**config.mk**
```make
export PLATFORM = sky130hd
export DESIGN_NAME = rf_write_arbiter
export DESIGN_NICKNAME = d
export VERILOG_FILES = /design/src/rtl/rf_write_arbiter_pkg.sv /design/src/rtl/rr_arb2.sv /design/src/rtl/rf_write_arbiter.sv
export SDC_FILE = /design/constraint.sdc
export NUM_CORES = 1
export LEC_CHECK = 0
export BUFFER_PORTS_ARGS = -buffer_cell sky130_fd_sc_hd__buf_2
export CAP_MARGIN = 20
export CORE_ASPECT_RATIO = 0.75
export CORE_MARGIN = 8
export CORE_UTILIZATION = 30
export DETAILED_ROUTE_END_ITERATION = 8
export GPL_ROUTABILITY_DRIVEN = 0
export RECOVER_POWER = 25
export REMOVE_ABC_BUFFERS = 1
export SETUP_SLACK_MARGIN = 0.02
export SYNTH_ARGS = -nofsm -noshare
export SYNTH_HDL_FRONTEND = slang
export SYNTH_SLANG_ARGS = --single-unit
export TNS_END_PERCENT = 10
```
**constraint.sdc**
```tcl
create_clock -name clk -period 2.8 [get_ports clk]
set_clock_uncertainty 0.15 [all_clocks]
set_input_delay 0 -clock clk [delete_from_list [all_inputs] [get_ports clk]]
set_output_delay 0 -clock clk [all_outputs]
set_load 0.01 [all_outputs]
```
**src/rtl/rf_write_arbiter_pkg.sv**
```systemverilog
// Shared constants for the register-file writeback arbiter.
// Latency: n/a (constants only).
// Backpressure: n/a.
package rf_write_arbiter_pkg;
  localparam int DATA_W   = 16;
  localparam int ADDR_W   = 3;
  localparam int REG_ZERO = 0;
  localparam int REQ_ALU  = 0;
  localparam int REQ_LOAD = 1;
endpackage

```
**src/rtl/rr_arb2.sv**
```systemverilog
// 2-way round-robin arbiter; grant is combinational, pointer updates on grant.
// Latency: 0 cycles from valid to grant.
// Backpressure: hold or reset suppresses all grants; pointer then holds.
module rr_arb2 (
  input  logic       clk,
  input  logic       rst_i,
  input  logic       hold_i,
  input  logic [1:0] valid_i,
  output logic [1:0] gnt_o
);
  import rf_write_arbiter_pkg::*;

  // Index of the most recent winner; reset to 1 so requester 0 wins first.
  logic last_grant_q;
  logic last_grant_d;

  // Grant selection: sole requester wins, contention goes to the non-last winner.
  always_comb begin
    gnt_o        = 2'b00;
    last_grant_d = last_grant_q;
    if (!rst_i && !hold_i) begin
      case (valid_i)
        2'b01:   gnt_o[REQ_ALU]  = 1'b1;
        2'b10:   gnt_o[REQ_LOAD] = 1'b1;
        2'b11: begin
          if (last_grant_q) gnt_o[REQ_ALU]  = 1'b1;
          else              gnt_o[REQ_LOAD] = 1'b1;
        end
        default: gnt_o = 2'b00;
      endcase
    end
    // A grant always coincides with a transfer, since grant implies valid.
    if (gnt_o[REQ_LOAD])     last_grant_d = 1'b1;
    else if (gnt_o[REQ_ALU]) last_grant_d = 1'b0;
  end

  // Round-robin pointer register.
  always_ff @(posedge clk) begin
    if (rst_i) last_grant_q <= 1'b1;
    else       last_grant_q <= last_grant_d;
  end
endmodule

```
**src/rtl/rf_write_arbiter.sv**
```systemverilog
// Shares the RF write port between ALU (0) and load (1) writeback, round-robin.
// Latency: 1 cycle from accept to rf_we; writes to register 0 are dropped.
// Backpressure: ready is combinational; hold/rst deassert both readies, output stage never stalls.
module rf_write_arbiter #(
  parameter int DATA_W = rf_write_arbiter_pkg::DATA_W,
  parameter int ADDR_W = rf_write_arbiter_pkg::ADDR_W,
  parameter int CNT_W  = 8
) (
  input  logic              clk,
  input  logic              rst,
  input  logic              hold,
  input  logic              req0_valid,
  input  logic [ADDR_W-1:0] req0_addr,
  input  logic [DATA_W-1:0] req0_data,
  output logic              req0_ready,
  input  logic              req1_valid,
  input  logic [ADDR_W-1:0] req1_addr,
  input  logic [DATA_W-1:0] req1_data,
  output logic              req1_ready,
  output logic              rf_we,
  output logic [ADDR_W-1:0] rf_addr,
  output logic [DATA_W-1:0] rf_wd,
  output logic              zero_drop,
  output logic [CNT_W-1:0]  acc_cnt0,
  output logic [CNT_W-1:0]  acc_cnt1
);
  import rf_write_arbiter_pkg::*;

  logic [1:0]        gnt;
  logic              xfer0;
  logic              xfer1;
  logic              xfer;
  logic [ADDR_W-1:0] sel_addr;
  logic [DATA_W-1:0] sel_data;
  logic              sel_zero;

  logic              rf_we_q,     rf_we_d;
  logic [ADDR_W-1:0] rf_addr_q,   rf_addr_d;
  logic [DATA_W-1:0] rf_wd_q,     rf_wd_d;
  logic              zero_drop_q, zero_drop_d;
  logic [CNT_W-1:0]  cnt0_q,      cnt0_d;
  logic [CNT_W-1:0]  cnt1_q,      cnt1_d;

  rr_arb2 u_arb (
    .clk     (clk),
    .rst_i   (rst),
    .hold_i  (hold),
    .valid_i ({req1_valid, req0_valid}),
    .gnt_o   (gnt)
  );

  assign req0_ready = gnt[REQ_ALU];
  assign req1_ready = gnt[REQ_LOAD];
  assign xfer0      = req0_valid & req0_ready;
  assign xfer1      = req1_valid & req1_ready;
  assign xfer       = xfer0 | xfer1;

  // Winner's payload mux and register-zero detection.
  always_comb begin
    sel_addr = req0_addr;
    sel_data = req0_data;
    if (xfer1) begin
      sel_addr = req1_addr;
      sel_data = req1_data;
    end
    sel_zero = (sel_addr == ADDR_W'(REG_ZERO));
  end

  // Output stage next state: address/data only move on a non-zero write.
  always_comb begin
    rf_we_d     = 1'b0;
    zero_drop_d = 1'b0;
    rf_addr_d   = rf_addr_q;
    rf_wd_d     = rf_wd_q;
    if (xfer) begin
      if (sel_zero) begin
        zero_drop_d = 1'b1;
      end else begin
        rf_we_d   = 1'b1;
        rf_addr_d = sel_addr;
        rf_wd_d   = sel_data;
      end
    end
  end

  // Saturating debug counters; zero-register drops still count as accepts.
  always_comb begin
    cnt0_d = cnt0_q;
    cnt1_d = cnt1_q;
    if (xfer0 && (cnt0_q != {CNT_W{1'b1}})) cnt0_d = cnt0_q + 1'b1;
    if (xfer1 && (cnt1_q != {CNT_W{1'b1}})) cnt1_d = cnt1_q + 1'b1;
  end

  // State registers; reset also discards any write held in the output stage.
  always_ff @(posedge clk) begin
    if (rst) begin
      rf_we_q     <= 1'b0;
      rf_addr_q   <= '0;
      rf_wd_q     <= '0;
      zero_drop_q <= 1'b0;
      cnt0_q      <= '0;
      cnt1_q      <= '0;
    end else begin
      rf_we_q     <= rf_we_d;
      rf_addr_q   <= rf_addr_d;
      rf_wd_q     <= rf_wd_d;
      zero_drop_q <= zero_drop_d;
      cnt0_q      <= cnt0_d;
      cnt1_q      <= cnt1_d;
    end
  end

  assign rf_we     = rf_we_q;
  assign rf_addr   = rf_addr_q;
  assign rf_wd     = rf_wd_q;
  assign zero_drop = zero_drop_q;
  assign acc_cnt0  = cnt0_q;
  assign acc_cnt1  = cnt1_q;
endmodule
```
# Word level (Yosys, flattened, before mapping)
# Index checks and enable logic that the tools add are counted.
[word_totals]
register_bits = 38
in_bits = 43
output_inout_bits = 39
elab_cells = 37
[classes]
n_addsub = 2
n_eq_ne = 5
muxes = 9
n_bitwise = 5
n_reduce_logical = 9
[op_table]
columns = ["op", "n"]
rows = [
  ["adder 8 x 1 -> 8 bit (second input constant)", 2],
  ["two-way mux 16 bit", 1],
  ["inequality test 8 bit (second input constant)", 2],
  ["equality test 2 bit (second input constant)", 2],
  ["two-way mux 1 bit", 4],
  ["case mux 1 bit (2 select lines)", 2],
  ["OR reduction 2 bit", 2],
  ["logical AND 1 bit", 3],
  ["logical NOT 3 bit", 1],
  ["two-way mux 3 bit", 1],
  ["bitwise AND 1 bit", 2],
  ["equality test 2 x 1 -> 1 bit (second input constant)", 1],
  ["logical NOT 1 bit", 2],
  ["two-way mux 2 bit", 1],
  ["NOT 1 bit", 2],
  ["AND reduction 2 bit", 1],
  ["OR 1 bit", 1],
]

# Longest topological paths before layout
[logic_depth]
ltp_word = 8
mapped_depth = 8
depth_no_buf = 5

# Cells and area by module
# From an unflattened synthesis, not the netlist that was laid out.
[hier_totals]
cells_unflattened = 195
hier_area_um2 = 1886.8
[by_module_without_submodules]
columns = ["mod", "n_inst", "cells_per_inst", "area_each_um2", "seq_area_each_um2"]
rows = [
  ["rf_write_arbiter", 1, 186, 1819.2, 740.7],
  ["rr_arb2", 1, 9, 67.6, 20.0],
]

# Worst setup path after synthesis
# OpenSTA, ideal clock, no wires.
[synth_path]
kind = "flip-flop to flip-flop"
start = "register u_arb.last_grant_q"
end = "register rf_wd_q[0] (netlist: rf_wd[0])"
setup_time_ps = 80
arrival_ps = 1549
required_ps = 2570
path_slack_ps = 1020
stages_incl_launch_ff = 8
path_buffers = 3
synth_period_minus_slack_ps = 1780
cell_sequence = "dfxtp_1 -> a211oi_2 -> a2111o_1 -> buf_2 -> and3_1 -> buf_6 -> buf_6 -> a211oi_2"
[synth_via]
elab_chain_len = 8
word_cells_on_any_way = 13
cone_classes = "7 x mux; 4 x bitwise; 2 x reduce/logical"
[synth_lines]
columns = ["item", "line_no", "text"]
rows = [
  ["start: declaration", "rr_arb2.sv:14", "logic last_grant_q;"],
  ["start signal: assignment", "rr_arb2.sv:40", "else last_grant_q <= last_grant_d;"],
  ["two-way mux 1 bit", "rr_arb2.sv:26", "if (last_grant_q) gnt_o[REQ_ALU] = 1'b1;"],
  ["case mux 1 bit (2 select lines)", "rr_arb2.sv:22", "case (valid_i)"],
  ["two-way mux 2 bit (*)", "rr_arb2.sv:21", "if (!rst_i && !hold_i) begin"],
  ["bitwise AND 1 bit", "rf_write_arbiter.sv:55", "assign xfer1 = req1_valid & req1_ready;"],
  ["two-way mux 3 bit", "rf_write_arbiter.sv:62", "if (xfer1) begin"],
  ["logical NOT 3 bit", "rf_write_arbiter.sv:66", "sel_zero = (sel_addr == ADDR_W'(REG_ZERO));"],
  ["NOT 1 bit (no line)", "-", ""],
  ["AND reduction 2 bit (no line)", "-", ""],
  ["end signal: assignment", "rf_write_arbiter.sv:106", "rf_wd_q <= rf_wd_d;"],
  ["end: declaration", "rf_write_arbiter.sv:39", "logic [DATA_W-1:0] rf_wd_q, rf_wd_d;"],
]
# Mark *: on every way between the ends. The rest lies on a longest branch, timed or not.
# A chain may end at the register's enable or synchronous reset.

# Worst setup path after layout
[layout_path]
start = "input hold"
end = "register rf_wd_q[12] (netlist: rf_wd[12])"
[layout_via]
elab_chain_len = 8
word_cells_on_any_way = 11
cone_classes = "3 x mux; 4 x bitwise; 4 x reduce/logical"
[layout_lines]
columns = ["item", "line_no", "text"]
rows = [
  ["start: declaration", "rf_write_arbiter.sv:11", "input logic hold,"],
  ["logical NOT 1 bit (*)", "rr_arb2.sv:21", ""],
  ["logical AND 1 bit (*)", "rr_arb2.sv:21", ""],
  ["two-way mux 2 bit (*)", "rr_arb2.sv:21", ""],
  ["bitwise AND 1 bit", "rf_write_arbiter.sv:55", ""],
  ["two-way mux 3 bit", "rf_write_arbiter.sv:62", ""],
  ["logical NOT 3 bit", "rf_write_arbiter.sv:66", ""],
  ["NOT 1 bit (no line)", "-", ""],
  ["AND reduction 2 bit (no line)", "-", ""],
]
# Marks and branches as above.

==> results.yml <==
status:
  status: "complete, no violations"
drt:
  drt-initial-drc-count: 87
  ant_nets: 0
  drtPass1Iterations: 4
  routedWlPerCell_um: 15.1
  drc_errors: 0
  totalWireLength_mm: 6.04
  routed_via_density: 4.97
  vias: 1988
layout:
  finalNetCount: 363
  drive_above_1_share_pct: 27.9
  diodes: 0
  syn_to_final_growth_pct: 50.6
clocking:
  cts_sinks: 38
  cts_tree: "built"
  cts_inserted_buffers: 5
  worstSkewPairLatency_ns: 0.28
  path_clk_slew_ns: 0.07
  cts_max_level: 2
  root_buffer: "clkbuf_8"
  clk_path_buf_depth: 2
  cts_setup_buffers: 0
global_route:
  grt_first_pass_wirelength_mm: 9.93
  grt_overflow: 0
  grt_usage_pct: 13.2
  antenna_found_initial: 0
  grt_pass1_vias: 2090
  grt_max_degree: 19
yosys:
  netlist_area_mm2: 0.00188
  ys_ff_latch: 38
  synthMostInstantiatedCell: "dfxtp_1"
  async_flop_share_pct: 0
  avgSynthCellArea_um2: 9.56
  synth.yosys.warnings: 0
  synth_top_area_share_pct: 40.4
  synth.area.top_cells: "dfxtp_1 40%, mux2i_1 10%, a211oi_2 6.6%"
  syn-instance-count: 197
  ys_types: 41
  yosysSeqAreaShare_pct: 40.4
  synth_ff_type: "dfxtp_1"
  synth_top_cell_by_area: "dfxtp_1"
  synthTopCellsByCount: "38 x dfxtp_1, 19 x mux2i_1, 17 x a31oi_1"
  synth_edf_count: 0
floorplan:
  start_util_pct: 30.4
  die_area_mm2: 0.00909
  coreArea_mm2: 0.00619
  rows: 25
  die-width_um: 107
  die_h_um: 84.6
  num_io_pins: 82
worst_setup_path:
  crit_type: "primary input to flop"
  r2r-end: "rf_wd[12]$_SDFFE_PP0P_"
  worstPathArrival_ns: 2.67
  crit_path_start_kind: "primary input"
  critPathCaptureType: "flop"
  r2r-start: "u_arb.last_grant_q$_SDFFE_PP1N_"
  critPathRequiredTime_ns: 2.85
  r2r_slack_ns: 0.28
  r2r_cells: 6
  cp_max_fo: 13
sta:
  report.final.slew_viol_count: 0
  period_share_pct: 93.5
  setup_tns_ns: 0
  slew_headroom_pct: 66.3
  fmax_ghz: 0.382
  tightest_slew_ns: 0.504
  period_needed_ns: 2.62
  finalSetupViolCount: 0
  hold_violations: 0
  rsz0062_at_grt: "false"
power:
  powerDensity_mw_per_mm2: 414
  p_leak_nw: 1.26
  vdd_drop_max_mv: 0.164
  fin_total_pwr_w: 0.00117
run:
  maxCapViolations: 0
placed_design:
  hpwl_mm: 4.25
  portBuffers: 81
min_path:
  hold_depth: 3
  hold-path-endpoint: "rf_addr[1]$_SDFFE_PP0P_"
  hold_start: "req0_valid"
  hp-class: "primary input to flop"
-- cell families after synthesis --
| family | Yosys count | share of synthesized area [%] |
|---|---|---|
| mux | 20 | 10.7 |
| fa+ha+maj | 2 | 1.33 |
| flops | 38 | 40.4 |
| buf+inv | 22 | 5.65 |
| simple gates | 46 | 15.0 |
| compound gates | 69 | 27.0 |
-- worst max path at each step --
stage | end | from | cells past startpoint | slack [ns]
2_1_floorplan | rf_wd[10]$_SDFFE_PP0P_ | u_arb.last_grant_q$_SDFFE_PP1N_ | 4 | 0.68
3_3_place_gp | rf_wd[12]$_SDFFE_PP0P_ | u_arb.last_grant_q$_SDFFE_PP1N_ | 6 | 0.71
3_5_place_dp | rf_wd[15]$_SDFFE_PP0P_ | u_arb.last_grant_q$_SDFFE_PP1N_ | 6 | 0.68
4_1_cts | rf_wd[8]$_SDFFE_PP0P_ | hold | 8 | 0.06
5_1_grt | rf_wd[12]$_SDFFE_PP0P_ | hold | 8 | 0.05
6_report | rf_wd[12]$_SDFFE_PP0P_ | hold | 8 | 0.18
-- cell type report --
class,instances,area [um^2]
clock inverters,1,5.00
well taps,81,101
multi-input cells,137,1020
inverters,8,30.0
fillers,610,3360
repair buffers,128,835
clock buffers,7,86.3
flip-flops and latches,38,761
-- cells in the final DEF (no fill, tap or decap), types with 3 or more instances in the layout --
| cell type | synthesis | layout |
|---|---|---|
| buf_2 | 4 | 62 |
| dlygate4sd3_1 | 0 | 40 |
| dfxtp_1 | 38 | 38 |
| clkbuf_1 | 7 | 20 |
| mux2i_1 | 19 | 19 |
| a31oi_1 | 17 | 17 |
| a21oi_1 | 13 | 13 |
| a211oi_2 | 10 | 10 |
| inv_1 | 8 | 8 |
| o21ai_0 | 8 | 8 |
| a211oi_1 | 8 | 8 |
| nor2_1 | 7 | 7 |
| nor3_1 | 7 | 7 |
| buf_4 | 1 | 7 |
| clkbuf_8 | 0 | 6 |
| nand3_1 | 5 | 5 |
| and3_1 | 5 | 5 |
| and4_1 | 4 | 4 |
| or3_1 | 3 | 3 |
-- where the power goes --
group / internal [W] / leakage (nW) / total, W / switching, W
registers: 0.000562 / 0.310 / 0.000576 / 0.0000135
clock network: 0.000199 / 0.0482 / 0.000384 / 0.000186
logic: 0.000113 / 0.906 / 0.000215 / 0.000102
total: 0.000874 / 1.26 / 0.00117 / 0.000301
-- critical path, cell delays in order --
cell           delay [ns]
dlygate4sd3_1        0.53
buf_2                0.15
a211oi_2             0.46
nand2_2              0.28
buf_4                0.29
mux2i_1              0.14
dlygate4sd3_1        0.57
a211oi_1             0.23
-- state kept, by name, indices dropped and copies added (netlist names) --
register            count
rf_we                   1
acc_cnt1                8
u_arb.last_grant_q      1
acc_cnt0                8
zero_drop               1
rf_addr                 3
rf_wd                  16
-- repair_timing --
action	in CTS	in global routing
hold buffers	40	0
endpoints found under the setup margin	0	11
gates resized for setup	0	1
endpoints found under the hold margin	20	0
-- per-stage QoR --
step	std cells	worst slack [ns]	utilization (%)	hold slack (ns)	instance area, um^2
after floorplan	183	0.677	-	-0.0854	1810
after global placement	352	0.712	38.2	0.139	2370
after detailed placement	352	0.677	38.2	0.138	2370
after CTS	400	0.0631	46.1	0.00387	2860
after global routing	400	0.0484	45.8	0.0242	2840
final	400	0.182	45.8	0.00673	2840
-- per-layer routing --
layer	track usage [%]	wire, um	vias up
met5	0	0	-
met4	4.02	72	0
met3	4.36	319	6
met2	21.7	2900	46
met1	15.9	2750	920
li1	-	-	1016
No activity file was read; power rests on OpenSTA's default activity.
